===== src/rtl/frame_ser_pkg.sv =====
// rtl/frame_ser_pkg.sv - shared types and helpers for the frame serializer
package frame_ser_pkg;

    typedef enum logic [1:0] {
        IDLE,
        SYNC,
        DATA,
        PAR
    } state_t;

    localparam logic [7:0] DEFAULT_SYNC_WORD = 8'hA5;

    // Clock cycles from the first sync bit through the last bit of a frame.
    function automatic int frame_len(input int sync_w, input int data_w,
                                     input int parity_en, input int div);
        return (sync_w + data_w + parity_en) * div;
    endfunction

endpackage


===== src/rtl/bit_tick_gen.sv =====
// rtl/bit_tick_gen.sv - bit-period tick generator, one tick every DIV cycles while running
module bit_tick_gen #(
    parameter int DIV = 8
) (
    input  logic clk,
    input  logic rst_n,
    input  logic run,
    output logic tick
);

    localparam int CW = (DIV > 1) ? $clog2(DIV) : 1;

    logic [CW-1:0] cnt;

    // Held at zero while idle so the first bit of a frame always gets a full period.
    always_ff @(posedge clk) begin
        if (!rst_n || !run || tick) begin
            cnt <= '0;
        end else begin
            cnt <= cnt + 1'b1;
        end
    end

    assign tick = run && (cnt == CW'(DIV - 1));

endmodule


===== src/rtl/frame_serializer.sv =====
// rtl/frame_serializer.sv - word-to-serial framer: sync word, payload, optional even parity
import frame_ser_pkg::*;

module frame_serializer #(
    parameter int               DATA_W    = 32,
    parameter int               DIV       = 8,
    parameter int               SYNC_W    = 8,
    parameter logic [SYNC_W-1:0] SYNC_WORD = SYNC_W'(DEFAULT_SYNC_WORD),
    parameter bit               MSB_FIRST = 1'b1,
    parameter bit               PARITY_EN = 1'b1
) (
    input  logic              clk,
    input  logic              rst_n,
    input  logic              tx_en,
    input  logic              in_valid,
    input  logic [DATA_W-1:0] in_data,
    output logic              in_ready,
    output logic              data_out,
    output logic              busy,
    output logic              frame_done
);

    localparam int FRAME_W = SYNC_W + DATA_W + (PARITY_EN ? 1 : 0);
    localparam int MAX_W   = (SYNC_W > DATA_W) ? SYNC_W : DATA_W;
    localparam int CNT_W   = $clog2(MAX_W + 1);

    state_t             state_q, state_d;
    logic [CNT_W-1:0]   bit_q, bit_d;
    logic [FRAME_W-1:0] sh_q, sh_d;
    logic               dout_q, dout_d;
    logic               done_c;
    logic               tick;
    logic               accept;
    logic [DATA_W-1:0]  payload_ord;
    logic [FRAME_W-1:0] load_vec;

    assign in_ready   = (state_q == IDLE) && tx_en && rst_n;
    assign accept     = in_valid && in_ready;
    assign busy       = (state_q != IDLE);
    assign data_out   = dout_q;
    assign frame_done = done_c && rst_n;

    bit_tick_gen #(
        .DIV (DIV)
    ) u_tick (
        .clk   (clk),
        .rst_n (rst_n),
        .run   (busy),
        .tick  (tick)
    );

    // Payload is reordered at load time so the whole frame always shifts out MSB first.
    always_comb begin
        payload_ord = '0;
        for (int i = 0; i < DATA_W; i++) begin
            payload_ord[DATA_W-1-i] = MSB_FIRST ? in_data[DATA_W-1-i] : in_data[i];
        end
    end

    generate
        if (PARITY_EN) begin : g_par
            assign load_vec = {SYNC_WORD, payload_ord, ^in_data};
        end else begin : g_nopar
            assign load_vec = {SYNC_WORD, payload_ord};
        end
    endgenerate

    always_comb begin
        state_d = state_q;
        bit_d   = bit_q;
        sh_d    = sh_q;
        dout_d  = dout_q;
        done_c  = 1'b0;
        case (state_q)
            IDLE: begin
                if (accept) begin
                    state_d = SYNC;
                    bit_d   = '0;
                    dout_d  = load_vec[FRAME_W-1];
                    sh_d    = load_vec << 1;
                end
            end
            SYNC: begin
                if (tick) begin
                    dout_d = sh_q[FRAME_W-1];
                    sh_d   = sh_q << 1;
                    if (bit_q == CNT_W'(SYNC_W - 1)) begin
                        state_d = DATA;
                        bit_d   = '0;
                    end else begin
                        bit_d = bit_q + 1'b1;
                    end
                end
            end
            DATA: begin
                if (tick) begin
                    if (bit_q == CNT_W'(DATA_W - 1)) begin
                        bit_d = '0;
                        if (PARITY_EN) begin
                            state_d = PAR;
                            dout_d  = sh_q[FRAME_W-1];
                            sh_d    = sh_q << 1;
                        end else begin
                            state_d = IDLE;
                            dout_d  = 1'b0;
                            done_c  = 1'b1;
                        end
                    end else begin
                        bit_d  = bit_q + 1'b1;
                        dout_d = sh_q[FRAME_W-1];
                        sh_d   = sh_q << 1;
                    end
                end
            end
            PAR: begin
                if (tick) begin
                    state_d = IDLE;
                    dout_d  = 1'b0;
                    done_c  = 1'b1;
                end
            end
            default: begin
                state_d = IDLE;
                dout_d  = 1'b0;
            end
        endcase
    end

    always_ff @(posedge clk) begin
        if (!rst_n) begin
            state_q <= IDLE;
            bit_q   <= '0;
            sh_q    <= '0;
            dout_q  <= 1'b0;
        end else begin
            state_q <= state_d;
            bit_q   <= bit_d;
            sh_q    <= sh_d;
            dout_q  <= dout_d;
        end
    end

endmodule


===== config.mk =====
export PLATFORM = sky130hd
export DESIGN_NAME = frame_serializer
export DESIGN_NICKNAME = d
export VERILOG_FILES = /design/src/rtl/frame_ser_pkg.sv /design/src/rtl/bit_tick_gen.sv /design/src/rtl/frame_serializer.sv
export SDC_FILE = /design/constraint.sdc
export NUM_CORES = 1
export LEC_CHECK = 0
export ABC_AREA = 1
export BUFFER_PORTS_ARGS = -buffer_cell sky130_fd_sc_hd__buf_2
export CAP_MARGIN = 40
export CORE_MARGIN = 5
export CORE_UTILIZATION = 45
export CTS_CLUSTER_SIZE = 16
export DETAILED_ROUTE_END_ITERATION = 10
export PLACE_DENSITY_LB_ADDON = 0.25
export REMOVE_ABC_BUFFERS = 1
export SLEW_MARGIN = 20
export SYNTH_ARGS = -nofsm -noshare
export SYNTH_HDL_FRONTEND = slang
export SYNTH_SLANG_ARGS = --single-unit

===== constraint.sdc =====
create_clock -name clk -period 4.25 [get_ports clk]
set_clock_uncertainty 0.1 [all_clocks]
set_input_delay 0.425 -clock clk [delete_from_list [all_inputs] [get_ports clk]]
set_output_delay 0.425 -clock clk [all_outputs]
set_load 0.02 [all_outputs]

==> flow_summary.json <==
{
  "htreeDepth": 2,
  "setup_viol": 0,
  "drtIter0Drc": 135,
  "routedWlPerCell_um": 10.55,
  "dp_hpwl_um": 4429,
  "hp-class": "in -> reg",
  "drc_errors": 0,
  "path_class": "reg -> reg",
  "wl_um": 6183,
  "areaGrowthSynthToFinish_pct": 9.475,
  "cts.sink_count": 52,
  "muxShareOfSynthArea": 0,
  "synthAdderAreaFrac": 0.03281,
  "synth_xor_area_frac": 0.03158,
  "grt_max_degree": 68,
  "cts-resized-gates": 0,
  "die_area_sq_um": 8526,
  "report.final.slew_viol_count": 0,
  "grt_pass1_vias": 2518,
  "path_delay_family": "buffers and inverters",
  "avgSynthCellArea_sq_um": 6.395,
  "post-cts-setup-buffers": 0,
  "arrival_ns": 2.63,
  "drive_above_1_share": 0.1265,
  "io_pins": 40,
  "p_per_area_nw_per_um2": 663.6,
  "syn_area_sq_um": 3050,
  "rsz0062_at_grt": "no",
  "timing.setup.tns_ns": 0,
  "ys_warn_count": 0,
  "diodes": 0,
  "overflow": 0,
  "clockRootBuffer": "clkbuf_8",
  "ctsHoldBuffers": 0,
  "status": "finished, final reports clean",
  "start_util": 0.4566,
  "crit_path_end_kind": "flop",
  "rows": 30,
  "synth-seq-cells": 52,
  "start_kind": "flop",
  "cp_slowest_cell": "inv_4",
  "portBuffers": 39,
  "drtPass1Iterations": 4,
  "most-common-layout-cells": "196 x nand2_1, 52 x dfxtp_1, 39 x inv_1, 39 x buf_2, 38 x o21ai_1",
  "track_usage": 0.1480,
  "cap_violations": 0,
  "finalWorstSetupSlack_ns": 1.751,
  "finalCriticalPeriod_ns": 2.499,
  "fmax_mhz": 400.1,
  "max_stage_delay_ns": 0.44,
  "clk_path_buf_depth": 2,
  "synth_top_family_by_area": "simple AND/OR/NAND/NOR gates",
  "place_congestion": 0.7769,
  "final_common_cell": "nand2_1",
  "p_leak_nw": 1.627,
  "fin_crit_sh": 0.5881,
  "finalCoreUtilization": 0.4998,
  "die_w_um": 92.34,
  "core_sq_um": 6681,
  "die_h_um": 92.34,
  "insertion_delay_ns": 0.30,
  "synth_cells": 477,
  "critPathMaxFanout": 67,
  "synth_compound_area_frac": 0.1805,
  "dp_slack_ns": 1.751,
  "relSlewSlack": 0.5191,
  "grt_pass1_wl_um": 10680,
  "yosysUniqueCellTypes": 28,
  "nets": 549,
  "detail-route-antenna-nets": 0,
  "clk_pin_slew_worst_paths_ns": 0.09,
  "cts_made_buffers": 5,
  "worstPathRequired_ns": 4.38,
  "final_hold_viol_count": 0,
  "irDropWorstVdd_uv": 346.9,
  "synthSimpleGateAreaFrac": 0.3093,
  "antenna_found_initial": 0,
  "via_per_inst": 4.916,
  "vias": 2881,
  "ys_seq_area_frac": 0.3413,
  "cts_tree": "built",
  "crit_top_cell": "inv_2",
  "path_cells": "inv_1 > ha_1 > inv_2 > nor2_4 > inv_2 > o21ai_2 > nand2_2 > inv_4 > o21ai_1 > a31oi_1",
  "worst_slew_pin_slew_ns": 0.7213,
  "crit_buf_inv": 4
}
==> path summary, 6_finish.rpt <==
kind / startpoint / end / slack (ns) / cells past startpoint
max: state_q[0] / sh_q[15] / 1.75 / 10
min: in_data[17] / sh_q[19] / 0.31 / 3
max reg2reg: state_q[0] / sh_q[15] / 1.75 / 10
min reg2reg: u_tick.cnt[0] / u_tick.cnt[0] / 0.33 / 1
==> cell type report <==
| cell class | instances | area, sq um |
|---|---|---|
| clock buffer | 5 | 68.82 |
| clock inverter | 3 | 42.54 |
| fill | 722 | 3342 |
| inverter | 51 | 193.9 |
| multi-input combinational | 355 | 1690 |
| sequential | 52 | 1041 |
| tap | 80 | 100.1 |
| timing repair buffer | 40 | 202.7 |
==> synth_stat cells, drive strengths merged <==
cell,instances,share of area
nand2,198,0.25
dfxtp,52,0.34
inv,50,0.062
o21ai,42,0.070
a31oi,34,0.070
nor2,29,0.039
clkbuf,10,0.012
a21oi,9,0.015
buf,9,0.029
nand3,9,0.015
ha,8,0.033
xnor2,7,0.020
nor3,5,0.0082
a22oi,4,0.0098
xor2,4,0.011
o221a,3,0.011
a211oi,2,0.0049
and3,1,0.0021
clkinv,1,0.0012
==> report_power, final <==
part,leakage [nW],switching (mW),total [mW],internal [mW]
Combinational,1.15,0.767,1.11,0.338
Sequential,0.426,0.0965,0.776,0.679
Clock,0.0541,0.161,0.335,0.174
==> flip-flops by register name, summed over array words and instances, names as in the netlist <==
| register | count |
|---|---|
| sh_q | 40 |
| bit_q | 6 |
| u_tick.cnt | 3 |
| state_q | 2 |
| data_out | 1 |
==> through the flow <==
stage	hold WS, ns	power [mW]	instance area (sq um)	std cells
6_report	0.3055	2.216	3339	586
5_1_grt	0.2979	2.434	3339	586
4_1_cts	0.2943	2.247	3339	586
3_5_place_dp	0.3153	1.903	3228	578
3_3_place_gp	0.3091	1.884	3228	578
2_1_floorplan	0.2992	1.617	2925	458
==> per-layer routing <==
metal | track usage | part of all wire | vias up
met4 | 0.04455 | 0.012 | 0
met3 | 0.02518 | 0.043 | 4
li1 | - | - | 1598
met2 | 0.2465 | 0.44 | 44
met5 | 0 | 0 | -
met1 | 0.1958 | 0.50 | 1235
==> cells by family after synthesis <==
kind of cell	Yosys count
buf+inv	70
xor+xnor	11
simple gates	242
flops	52
compound gates	94
fa+ha+maj	8
==> worst min-delay path, stage by stage <==
cell and delay (ns):
buf_2 0.11, nand2_1 0.06, a31oi_1 0.07
Power figures use the tool's default switching activity.
